## src/rtl/pwm_ramp_ctrl.sv

```systemverilog
// Soft-start / reversal sequencer: slews DUTY toward the requested duty one step
// per RAMP_DIV PWM periods, and inserts a zero-duty dead time around DIR changes.
module pwm_ramp_ctrl #(
  parameter int unsigned WIDTH        = 7,
  parameter int unsigned STEP         = 1,
  parameter int unsigned RAMP_DIV     = 4,
  parameter int unsigned DEAD_PERIODS = 16
) (
  input  logic             CLK,
  input  logic             RST_N,
  input  logic             EN,
  input  logic [WIDTH-1:0] TARGET,
  input  logic             DIR_REQ,
  input  logic             PERIOD_TICK,
  output logic [WIDTH-1:0] DUTY,
  output logic             DIR,
  output logic             BUSY,
  output logic             AT_TARGET
);

  localparam int unsigned DIV_W  = (RAMP_DIV > 1) ? $clog2(RAMP_DIV) : 1;
  localparam int unsigned DEAD_W = $clog2(DEAD_PERIODS + 1);

  localparam logic [WIDTH:0]    STEP_X    = (WIDTH+1)'(STEP);
  localparam logic [DIV_W-1:0]  DIV_LAST  = DIV_W'(RAMP_DIV - 1);
  localparam logic [DEAD_W-1:0] DEAD_LAST = DEAD_W'(DEAD_PERIODS);

  typedef enum logic [1:0] {
    IDLE     = 2'd0,
    RUN      = 2'd1,
    STOPPING = 2'd2,
    DEAD     = 2'd3
  } state_t;

  state_t            state_q, state_nxt;
  logic [WIDTH-1:0]  duty_q, duty_nxt;
  logic              dir_q, dir_nxt;
  logic [DIV_W-1:0]  div_cnt, div_nxt;
  logic [DEAD_W-1:0] dead_cnt, dead_nxt;

  logic              ramping;
  logic              step_fire;
  logic [WIDTH-1:0]  eff_tgt;
  logic [WIDTH-1:0]  step_val;
  logic [WIDTH:0]    sum_x;
  logic [WIDTH:0]    diff_x;
  logic [WIDTH:0]    tgt_x;
  logic              underflow;

  // Saturating one-step move of DUTY toward eff_tgt, done one bit wider than DUTY
  always_comb begin
    ramping   = (state_q == RUN) || (state_q == STOPPING);
    eff_tgt   = ((state_q == RUN) && EN) ? TARGET : '0;
    step_fire = ramping && PERIOD_TICK && (div_cnt == DIV_LAST);
    tgt_x     = {1'b0, eff_tgt};
    sum_x     = {1'b0, duty_q} + STEP_X;
    diff_x    = {1'b0, duty_q} - STEP_X;
    underflow = ({1'b0, duty_q} < STEP_X);
    step_val  = duty_q;
    if (duty_q < eff_tgt) begin
      step_val = (sum_x > tgt_x) ? eff_tgt : sum_x[WIDTH-1:0];
    end else if (duty_q > eff_tgt) begin
      step_val = (underflow || (diff_x < tgt_x)) ? eff_tgt : diff_x[WIDTH-1:0];
    end
  end

  // Next-state and next-register values
  always_comb begin
    state_nxt = state_q;
    duty_nxt  = duty_q;
    dir_nxt   = dir_q;
    div_nxt   = div_cnt;
    dead_nxt  = dead_cnt;

    if (ramping && PERIOD_TICK) begin
      div_nxt = step_fire ? '0 : div_cnt + DIV_W'(1);
    end
    if (step_fire) begin
      duty_nxt = step_val;
    end

    case (state_q)
      IDLE: begin
        duty_nxt = '0;
        div_nxt  = '0;
        if (DIR_REQ != dir_q) begin
          state_nxt = DEAD;
          dead_nxt  = '0;
        end else if (EN) begin
          state_nxt = RUN;
        end
      end
      RUN: begin
        if ((DIR_REQ != dir_q) && (duty_q == '0)) begin
          state_nxt = DEAD;
          dead_nxt  = '0;
          div_nxt   = '0;
        end else if (DIR_REQ != dir_q) begin
          state_nxt = STOPPING;
        end else if (!EN && (duty_q == '0)) begin
          state_nxt = IDLE;
          div_nxt   = '0;
        end
      end
      STOPPING: begin
        if (DIR_REQ == dir_q) begin
          state_nxt = RUN;
        end else if (duty_q == '0) begin
          state_nxt = DEAD;
          dead_nxt  = '0;
          div_nxt   = '0;
        end
      end
      DEAD: begin
        duty_nxt = '0;
        div_nxt  = '0;
        if (dead_cnt == DEAD_LAST) begin
          dir_nxt   = DIR_REQ;
          dead_nxt  = '0;
          state_nxt = EN ? RUN : IDLE;
        end else if (PERIOD_TICK) begin
          dead_nxt = dead_cnt + DEAD_W'(1);
        end
      end
      default: begin
        state_nxt = IDLE;
        duty_nxt  = '0;
        div_nxt   = '0;
        dead_nxt  = '0;
      end
    endcase
  end

  always_ff @(posedge CLK or negedge RST_N) begin
    if (!RST_N) begin
      state_q  <= IDLE;
      duty_q   <= '0;
      dir_q    <= 1'b0;
      div_cnt  <= '0;
      dead_cnt <= '0;
    end else begin
      state_q  <= state_nxt;
      duty_q   <= duty_nxt;
      dir_q    <= dir_nxt;
      div_cnt  <= div_nxt;
      dead_cnt <= dead_nxt;
    end
  end

  assign DUTY      = duty_q;
  assign DIR       = dir_q;
  assign BUSY      = (state_q == STOPPING) || (state_q == DEAD);
  assign AT_TARGET = (state_q == RUN) && EN && (duty_q == TARGET);

endmodule

```

## config.mk

```make
export PLATFORM = sky130hd
export DESIGN_NAME = pwm_ramp_ctrl
export DESIGN_NICKNAME = d
export VERILOG_FILES = /design/src/rtl/pwm_ramp_ctrl.sv
export SDC_FILE = /design/constraint.sdc
export NUM_CORES = 1
export LEC_CHECK = 0
export BUFFER_PORTS_ARGS = -buffer_cell sky130_fd_sc_hd__buf_2
export CORE_AREA = 3 3 57 98
export CTS_CLUSTER_SIZE = 24
export DETAILED_ROUTE_END_ITERATION = 10
export DIE_AREA = 0 0 60 101
export HOLD_SLACK_MARGIN = 0.08
export RECOVER_POWER = 50
export SLEW_MARGIN = 20
export SYNTH_ARGS = -nofsm -noshare
export SYNTH_HDL_FRONTEND = slang
export SYNTH_SLANG_ARGS = --single-unit
```

## constraint.sdc

```tcl
create_clock -name CLK -period 5.3 [get_ports CLK]
set_input_delay 0.53 -clock CLK [delete_from_list [all_inputs] [get_ports CLK]]
set_output_delay 0.53 -clock CLK [all_outputs]
set_load 0.05 [all_outputs]
```

### Word level (Yosys, flattened, before mapping)

Index checks and enable logic that the tools add are counted.

* eq/ne operators: 17
* reductions and logical operators: 19
* magnitude comparators: 5
* $add $sub $neg: 4
* multiplexer cells: 32

Operators by type and width (count)
* $mux W7: 7
* $mux W2: 15
* $mux W5: 6
* $pmux W5 S4: 1
* $add A7 B1 Y8 const B: 1
* $gt A8 B7 Y1: 1
* $lt A8 B7 Y1: 1
* $pmux W2 S4: 1
* $sub A7 B1 Y8 const B: 1
* $eq A7 B7 Y1: 1
* $gt A7 B7 Y1: 1
* $logic_not A7 Y1: 1
* $lt A7 B1 Y1 const B: 1
* $lt A7 B7 Y1: 1
* $eq A2 B2 Y1 const B: 3
* $logic_and A1 B1 Y1: 6
* $ne A2 B2 Y1 const B: 3
* $ne A3 B3 Y1 const B: 2
* $pmux W2 S3: 1
* $add A5 B1 Y5 const B: 1
* $eq A5 B5 Y1 const B: 1
* $reduce_and A5 Y1: 1
* $ne A2 B1 Y1 const B: 2
* $ne A4 B1 Y1 const B: 1
* 14 further kinds: 17

* word-level logic and storage cells: 82
* flip-flop bits (word level): 17

### Depth between registers and ports, before layout

Gate-level depths: netlist (run 1).

* depth after elaboration: 10
* gate-level depth with buffers: 14

### Least setup slack after synthesis (run 1)

No wires, ideal clock.

* path type: register -> register
* from: reg duty_q[5], in the netlist DUTY[5]
* to: reg duty_q[1], in the netlist DUTY[1]
* setup slack: 1.862 ns
* stages on the path, launching flop included: 13
* period minus slack after synthesis: 3.438 ns
* path buffers: 1
* data arrival time: 3.351 ns
* data required time: 5.213 ns
* cell sequence: dfrtp_1 -> clkbuf_1 -> and3_1 -> and3_1 -> xnor2_1 -> inv_1 -> ha_1 -> nand3_1 -> nor4b_1 -> o22ai_1 -> nor2_1 -> mux2_2 -> o211ai_1

* longest elaborated chain between the ends: 8
* elaborated cells between the ends (all ways): 16
* classes of those cells: add/sub (2); order compare (5); mux (6); reduce/logical (3)

RTL lines
* start, declared: line 36 `logic [WIDTH-1:0] duty_q, duty_nxt;`
* start signal, assigned: line 143 `duty_q <= duty_nxt;`
* $sub A7 B1 Y8: line 57 `diff_x = {1'b0, duty_q} - STEP_X;`
* $lt A8 B7 Y1: line 63 `step_val = (underflow || (diff_x < tgt_x)) ? eff_tgt : diff_x[WIDTH-1:0];`
* $logic_or A1 B1 Y1: line 63
* $mux W7: line 63
* $mux W7: line 62 `end else if (duty_q > eff_tgt) begin`
* $mux W7: line 60 `if (duty_q < eff_tgt) begin`
* $mux W7: line 78 `if (step_fire) begin`
* $mux W7: line 82 `case (state_q)`

Several ways; a longest one is shown, not always the timed one. The select of a mux whose other input is x is not followed.
A chain may end at the register's enable or synchronous reset.

### Worst setup path in the final report (run 1)

* from: reg state_q[1]
* to: reg duty_q[1], in the netlist DUTY[1]

* longest elaborated chain between the ends: 10
* elaborated cells between the ends (all ways): 24
* classes of those cells: order compare (4); eq/ne (3); mux (7); reduce/logical (10)

RTL lines
* start, declared: line 35 `state_t state_q, state_nxt;`
* start signal, assigned: line 142 `state_q <= state_nxt;`
* $eq A2 B1 Y1: line 52, 53
* $logic_and A1 B1 Y1: line 53 `eff_tgt = ((state_q == RUN) && EN) ? TARGET : '0;`
* $mux W7: line 53
* $lt A8 B7 Y1: line 63
* $logic_or A1 B1 Y1: line 63
* $mux W7: line 63
* $mux W7: line 62
* $mux W7: line 60
* $mux W7: line 78
* $mux W7: line 82

Several ways; a longest one is shown, not always the timed one. The select of a mux whose other input is x is not followed.

==> impl_metrics.ini, run 1 <==
[sta]
min_period_ns = 3.67
post-route-period-util = 0.692
holdWs_ns = 0.411
rsz0062_at_grt = no
final_max_slew_viol_count = 0
skew_ns = 0.00422
max_slew_margin = 0.332
max_freq_ghz = 0.273
tns_ns = 0
setup_viol = 0
hold_viol_final = 0
max_slew.worst_pin.slew_ns = 1.00

[setup_path]
cp_cell_sequence = inv_1 -> ha_1 -> and2_1 -> nand2_1 -> ha_1 -> nand3_1 -> nor4b_1 -> o22ai_1 -> nor2_1 -> mux2_2 -> o211ai_1
endpoint_kind = register
cpMostUsedCell = ha_1
critPathArrivalTime_ns = 3.85
slowest_delay_ns = 0.55
cp_top_family = simple AND/OR/NAND/NOR gates
slowest_stage = nor4b_1
setup.worst_path.start_class = register
crit_fanout = 7
critPathRequiredTime_ns = 5.48
path_buf_inv = 1
critical_path_class = reg2reg

[power_and_ir_drop]
pwr-share-comb = 0.617
seqPwrFrac = 0.232
internal-power_uw = 342
peakVddDrop_mv = 0.192
switchingPower_uw = 332
clkPwrFrac = 0.150
p_sw_frac = 0.493
p_total_uw = 674
power_density_nw_per_um2 = 317
leakage_uw = 0.00100

[global_routing]
grtUsageTotal = 0.195
grt_overflow_total = 0
antenna_found_initial = 0
grt_pass1_wl_um = 8860
grt_start_max_net_pins = 18
grt_pass1_vias = 1892

[clock_network]
postCtsHoldBufs = 0
cts_setup_buffers = 0
cts_tree = built
cts_resized = 0
htree_num_levels = 1
root_buffer = clkbuf_8
cts_sinks = 17
cts_buffers = 3
insertion_delay_ns = 0.26
cts_max_path_buffers = 2
clk_pin_slew_worst_paths_ns = 0.07

[final_layout]
drive_above_1_share = 0.117
nNetsFinal = 291
fill_cells = 523
diodes = 0
final_area_um2 = 2130
area_growth_pct = 7.65

[placed_design]
hpwlAfterDp_um = 4370
port-buffer-count = 21
globalplace.congestion = 0.863
post_dp_cell_area_um2 = 2090

[yosys]
syn_area_um2 = 1980
synthArstFlopShare = 1.00
netlist.area_leader.share = 0.215
yosysMostFrequentCell = ha_1
synth_edf_count = 0
postSynthAreaPerCell_um2 = 8.49
syn_inst = 233
yosysTopAreaCell = dfrtp_1
synthTopCellsByArea = dfrtp_1, ha_1, xnor2_1
syn-num-nets = 275
yosys_warnings = 0
ys_ff_latch = 17
seq_area_frac_synth = 0.215
synth_cell_type_count = 50
ys.flop_type = dfrtp_1
synth_common_cells = ha_1, nand2_1, dfrtp_1

[floorplan]
die_w_um = 60
core_region_area_um2 = 4930
rows = 34
initial_utilization = 0.401
fp.dieArea_um2 = 6060
ios = 22
fp.dieH_um = 101

[detailed_routing]
routed_wl_um = 5440
drt-pass1-iter-count = 4
wl_per_cell_um = 18.0
first_iter_violations = 61
vias_per_cell = 5.96
ant_nets = 0
drc = 0
vias = 1801

[status]
status = finished clean

[worst_hold_path]
hold_path.class = in2async

[run]
drv_cap = 0
-- metal layers --
| layer | GRT usage | up-vias | share of wire |
|---|---|---|---|
| li1 | - | 887 | - |
| met1 | 0.202 | 846 | 0.37 |
| met2 | 0.360 | 53 | 0.54 |
| met3 | 0.0205 | 15 | 0.038 |
| met4 | 0.113 | 0 | 0.045 |
| met5 | 0 | - | 0 |
-- metrics by stage --
step / utilization / setup slack, ns / cells
after floorplan: - / 1.86 / 233
after global placement: 0.423 / 1.74 / 298
after detailed placement: 0.423 / 1.65 / 298
after CTS: 0.433 / 1.64 / 302
after global routing: 0.432 / 1.29 / 302
final: 0.432 / 1.63 / 302
-- final cells by class --
| cell class | count | area, µm² | share of cell area |
|---|---|---|---|
| multi-input cells | 192 | 1440 | 0.676 |
| flip-flops and latches | 17 | 425 | 0.200 |
| repair buffers | 21 | 98.8 | 0.0464 |
| well taps | 54 | 67.6 | 0.0317 |
| inverters | 14 | 52.6 | 0.0247 |
| clock buffers | 3 | 41.3 | 0.0194 |
| clock inverters | 1 | 5.00 | 0.00235 |
-- worst paths after layout --
| path | startpoint | end | slack, ns | cells past startpoint |
|---|---|---|---|---|
| max | state_q[1] | DUTY[1] | 1.63 | 11 |
| min | RST_N | DUTY[0] | 0.41 | 1 |
| max reg2reg | state_q[1] | DUTY[1] | 1.63 | 11 |
| min reg2reg | div_cnt[1] | div_cnt[1] | 0.54 | 2 |
| max in group asynchronous | RST_N | DUTY[4] | 4.28 | 1 |
| min in group CLK | div_cnt[1] | div_cnt[1] | 0.54 | 2 |
-- power by group through the flow --
stage	clock (µW)	combinational, µW	sequential [µW]
2_1_floorplan	0	306	158
3_3_place_gp	0	415	159
3_5_place_dp	0	415	160
4_1_cts	105	416	157
5_1_grt	107	466	159
6_report	101	416	157
-- state kept, by name, summed over array words and instances, names as in the netlist --
name / count
DUTY: 7
DIR: 1
dead_cnt: 5
div_cnt: 2
state_q: 2
-- cell usage in the layout, fill, tap and decap left out, types with 3 or more instances in the layout --
master	n
and4_1	3
nand4_1	6
nor3_1	5
buf_2	16
nor2_1	14
nand3_1	10
xor2_1	8
inv_1	14
clkbuf_1	5
o211ai_1	3
o21ai_0	9
mux2i_1	6
and3_1	3
nand2_1	25
a32o_1	3
xnor2_1	13
clkbuf_8	3
a21oi_1	14
dfrtp_1	17
ha_1	30
-- worst reg2reg max path, cell delays in order, from the launching register on --
cell	delay (ns)
dfrtp_1	0.40
inv_1	0.12
ha_1	0.29
and2_1	0.31
nand2_1	0.22
ha_1	0.36
nand3_1	0.10
nor4b_1	0.55
o22ai_1	0.25
nor2_1	0.45
mux2_2	0.41
o211ai_1	0.15
-- cell families after synthesis --
| family | after synthesis | share of synthesized area |
|---|---|---|
| AO/OA/AOI/OAI | 54 | 0.198 |
| AND/OR/NAND/NOR | 79 | 0.205 |
| adder cells (fa/ha/maj) | 30 | 0.190 |
| buffers and inverters | 24 | 0.0576 |
| XOR/XNOR | 21 | 0.0930 |
| multiplexers | 8 | 0.0417 |
| flip-flops | 17 | 0.215 |
Power figures use the tool's default switching activity.
==> run 2: changes to the inputs <==
--- a/config.mk
+++ b/config.mk
@@ -5,11 +5,12 @@
 export SDC_FILE = /design/constraint.sdc
 export NUM_CORES = 1
 export LEC_CHECK = 0
+export ABC_AREA = 1
 export BUFFER_PORTS_ARGS = -buffer_cell sky130_fd_sc_hd__buf_2
-export CORE_AREA = 3 3 57 98
+export CORE_AREA = 3 3 60 103
 export CTS_CLUSTER_SIZE = 24
 export DETAILED_ROUTE_END_ITERATION = 10
-export DIE_AREA = 0 0 60 101
+export DIE_AREA = 0 0 63 106
 export HOLD_SLACK_MARGIN = 0.08
 export RECOVER_POWER = 50
 export SLEW_MARGIN = 20
==> constraint.sdc (replaced) <==
create_clock -name CLK -period 3.05 [get_ports CLK]
set_input_delay 0.305 -clock CLK [delete_from_list [all_inputs] [get_ports CLK]]
set_output_delay 0.305 -clock CLK [all_outputs]
set_load 0.05 [all_outputs]
==> run 2 against run 1 <==
Effect of this change: die area is 10% higher; worst hold slack worse by 0.11 ns; combinational power is 89% higher; critical endpoint is now DUTY[0].
==> impl_metrics.ini, run 2 <==
[power_and_ir_drop]
power_density_nw_per_um2 = 502
leakage_uw = 0.00134
switchingPower_uw = 622
seqPwrFrac = 0.220
p_sw_frac = 0.505
clkPwrFrac = 0.140
peakVddDrop_mv = 0.375
pwr-share-comb = 0.639
internal-power_uw = 610

[yosys]
synth_common_cells = nand2_1, inv_1, nand3_1
synth_xor_area_frac = 0.0523
yosysTopAreaCell = dfrtp_1
syn_area_um2 = 2180
netlist.area_leader.share = 0.196
ys_ff_latch = 17
syn_inst = 330
synth_fa_ha_area_frac = 0.173
synth_top_family_by_area = simple AND/OR/NAND/NOR gates
synth_edf_count = 0
synthTopCellsByArea = dfrtp_1, ha_1, nand2_1
synth_compound_area_frac = 0.0794
synthArstFlopShare = 1.00
seq_area_frac_synth = 0.196
yosysMostFrequentCell = nand2_1
syn-num-nets = 372
ys.flop_type = dfrtp_1
yosys_warnings = 0
muxShareOfSynthArea = 0.00978
synthSimpleGateAreaFrac = 0.385
synth_cell_type_count = 37
postSynthAreaPerCell_um2 = 6.59

[global_routing]
met1_usage = 0.186
grt_start_max_net_pins = 18
grtUsageMet2 = 0.359
antenna_found_initial = 0
grt-busiest-layer = met2
grt_pass1_vias = 2261
grt.met3_usage = 0.0137
grtUsageTotal = 0.189
grt_overflow_total = 0
grt_pass1_wl_um = 10100

[detailed_routing]
ant_nets = 0
routed_wl_um = 5900
drc = 0
vias_per_cell = 5.07
drt-pass1-iter-count = 4
first_iter_violations = 77
wl_per_cell_um = 13.6
vias = 2195

[sta]
max_slew_margin = 0.358
skew_ns = 0.00579
max_freq_ghz = 0.357
min_period_ns = 2.80
rsz0062_at_grt = no
max_slew.worst_pin.slew_ns = 0.964
final_max_slew_viol_count = 0
hold_viol_final = 0
post-route-period-util = 0.919
tns_ns = 0
setup_viol = 0

[clock_network]
htree_num_levels = 1
clk_pin_slew_worst_paths_ns = 0.07
cts_max_path_buffers = 2
root_buffer = clkbuf_8
cts_sinks = 17
cts_setup_buffers = 0
insertion_delay_ns = 0.26
cts_buffers = 3
cts_tree = built

[setup_path]
endpoint_kind = register
critPathArrivalTime_ns = 2.94
crit_fanout = 7
critical_path_class = reg2reg
setup.worst_path.start_class = register
critPathRequiredTime_ns = 3.19

[final_layout]
fin_cells = 433
nNetsFinal = 402
final_common_cell = nand2_1
diodes = 0
area_growth_pct = 12.7
final_cell_mix = nand2_1, inv_1, nand3_1
largest_register_ffs = 7
fill_cells = 603
drive_above_1_share = 0.139

[worst_hold_path]
hold_path.class = in2reg

[placed_design]
hpwlAfterDp_um = 5070
dpl.cell_count = 428
globalplace.congestion = 0.912
port-buffer-count = 21

[floorplan]
ios = 22
fp.dieArea_um2 = 6680
fp.dieH_um = 106
die_w_um = 63
core_region_area_um2 = 5390
initial_utilization = 0.404
rows = 35

[status]
status = finished clean

[run]
drv_cap = 0
==> run 2: cell count changes after synthesis, sizes merged, moves of 4 or more <==
cell	delta
clkbuf	-5
inv	+35
mux2i	-5
nand2	+73
nand3	+35
nand4	-4
nor2	+9
xnor2	-11
==> run 2: path summary, 6_finish.rpt <==
| check | from | to | slack, ns | depth (start not counted) |
|---|---|---|---|---|
| min in group asynchronous | RST_N | state_q[0] | 0.71 | 2 |
| worst min-delay path | DIR_REQ | DIR | 0.30 | 2 |
| worst max register to register | state_q[1] | DUTY[0] | 0.25 | 16 |
| max in group asynchronous | RST_N | dead_cnt[2] | 1.75 | 2 |
| worst max-delay path | state_q[1] | DUTY[0] | 0.25 | 16 |
| worst min register to register | dead_cnt[4] | dead_cnt[4] | 0.54 | 2 |
==> run 2: critical path, stage by stage (launching register included) <==
cell	delay, ns
dfrtp_1	0.41
inv_1	0.11
ha_1	0.26
nand2_2	0.15
inv_1	0.13
nand2_1	0.16
ha_1	0.34
nand2_1	0.11
o21ai_1	0.23
nand2_1	0.10
nand3_2	0.13
nand3_1	0.12
nand2_1	0.08
nor2_1	0.04
buf_4	0.15
nand3_1	0.10
nand2_1	0.07
==> run 2: power groups by stage <==
stage / sequential (µW) / clock [µW] / combinational [µW]
floorplan: 273 / 0 / 560
global placement: 275 / 0 / 778
detailed placement: 276 / 0 / 774
CTS: 272 / 177 / 780
global route: 275 / 186 / 915
finish: 271 / 173 / 788
==> run 2: cell families (layout without fill, tap and decap cells) <==
family                   count (synthesis)  in the layout
flip-flops                              17             17
AND/OR/NAND/NOR                        182            182
multiplexers                             2              2
buffers and inverters                   55             84
XOR/XNOR                                13             13
AO/OA/AOI/OAI                           31             31
adder cells (fa/ha/maj)                 30             30
==> run 2: metal layers <==
metal	vias to the layer above	part of all wire
met5	-	0
met4	0	0.066
met3	26	0.023
met2	55	0.55
met1	989	0.36
li1	1125	-
==> run 2: through the flow <==
stage / util / setup slack, ns / hold slack, ns / power [µW] / cell area, µm²
6_report: 0.455 / 0.248 / 0.303 / 1230 / 2450
5_1_grt: 0.455 / 0.0113 / 0.317 / 1380 / 2450
4_1_cts: 0.454 / 0.0589 / 0.305 / 1230 / 2450
3_5_place_dp: 0.444 / 0.0807 / 0.256 / 1050 / 2390
3_3_place_gp: 0.444 / 0.122 / 0.257 / 1050 / 2390
2_1_floorplan: - / 0.110 / 0.00941 / 833 / 2180
==> run 2: repair_timing <==
action	4_1_cts	5_1_grt
setup endpoints to repair	0	7
hold buffers	1	0
hold endpoints to repair	17	0
resized for setup	0	5
==> run 2: area by class of cell <==
cell class,instances,area [µm²],area share
clock inverter,1,5.00,0.00204
tap,74,92.6,0.0378
timing repair buffer,29,163,0.0663
clock buffer,3,41.3,0.0168
multi-input combinational,258,1530,0.624
inverter,51,194,0.0791
sequential,17,425,0.173
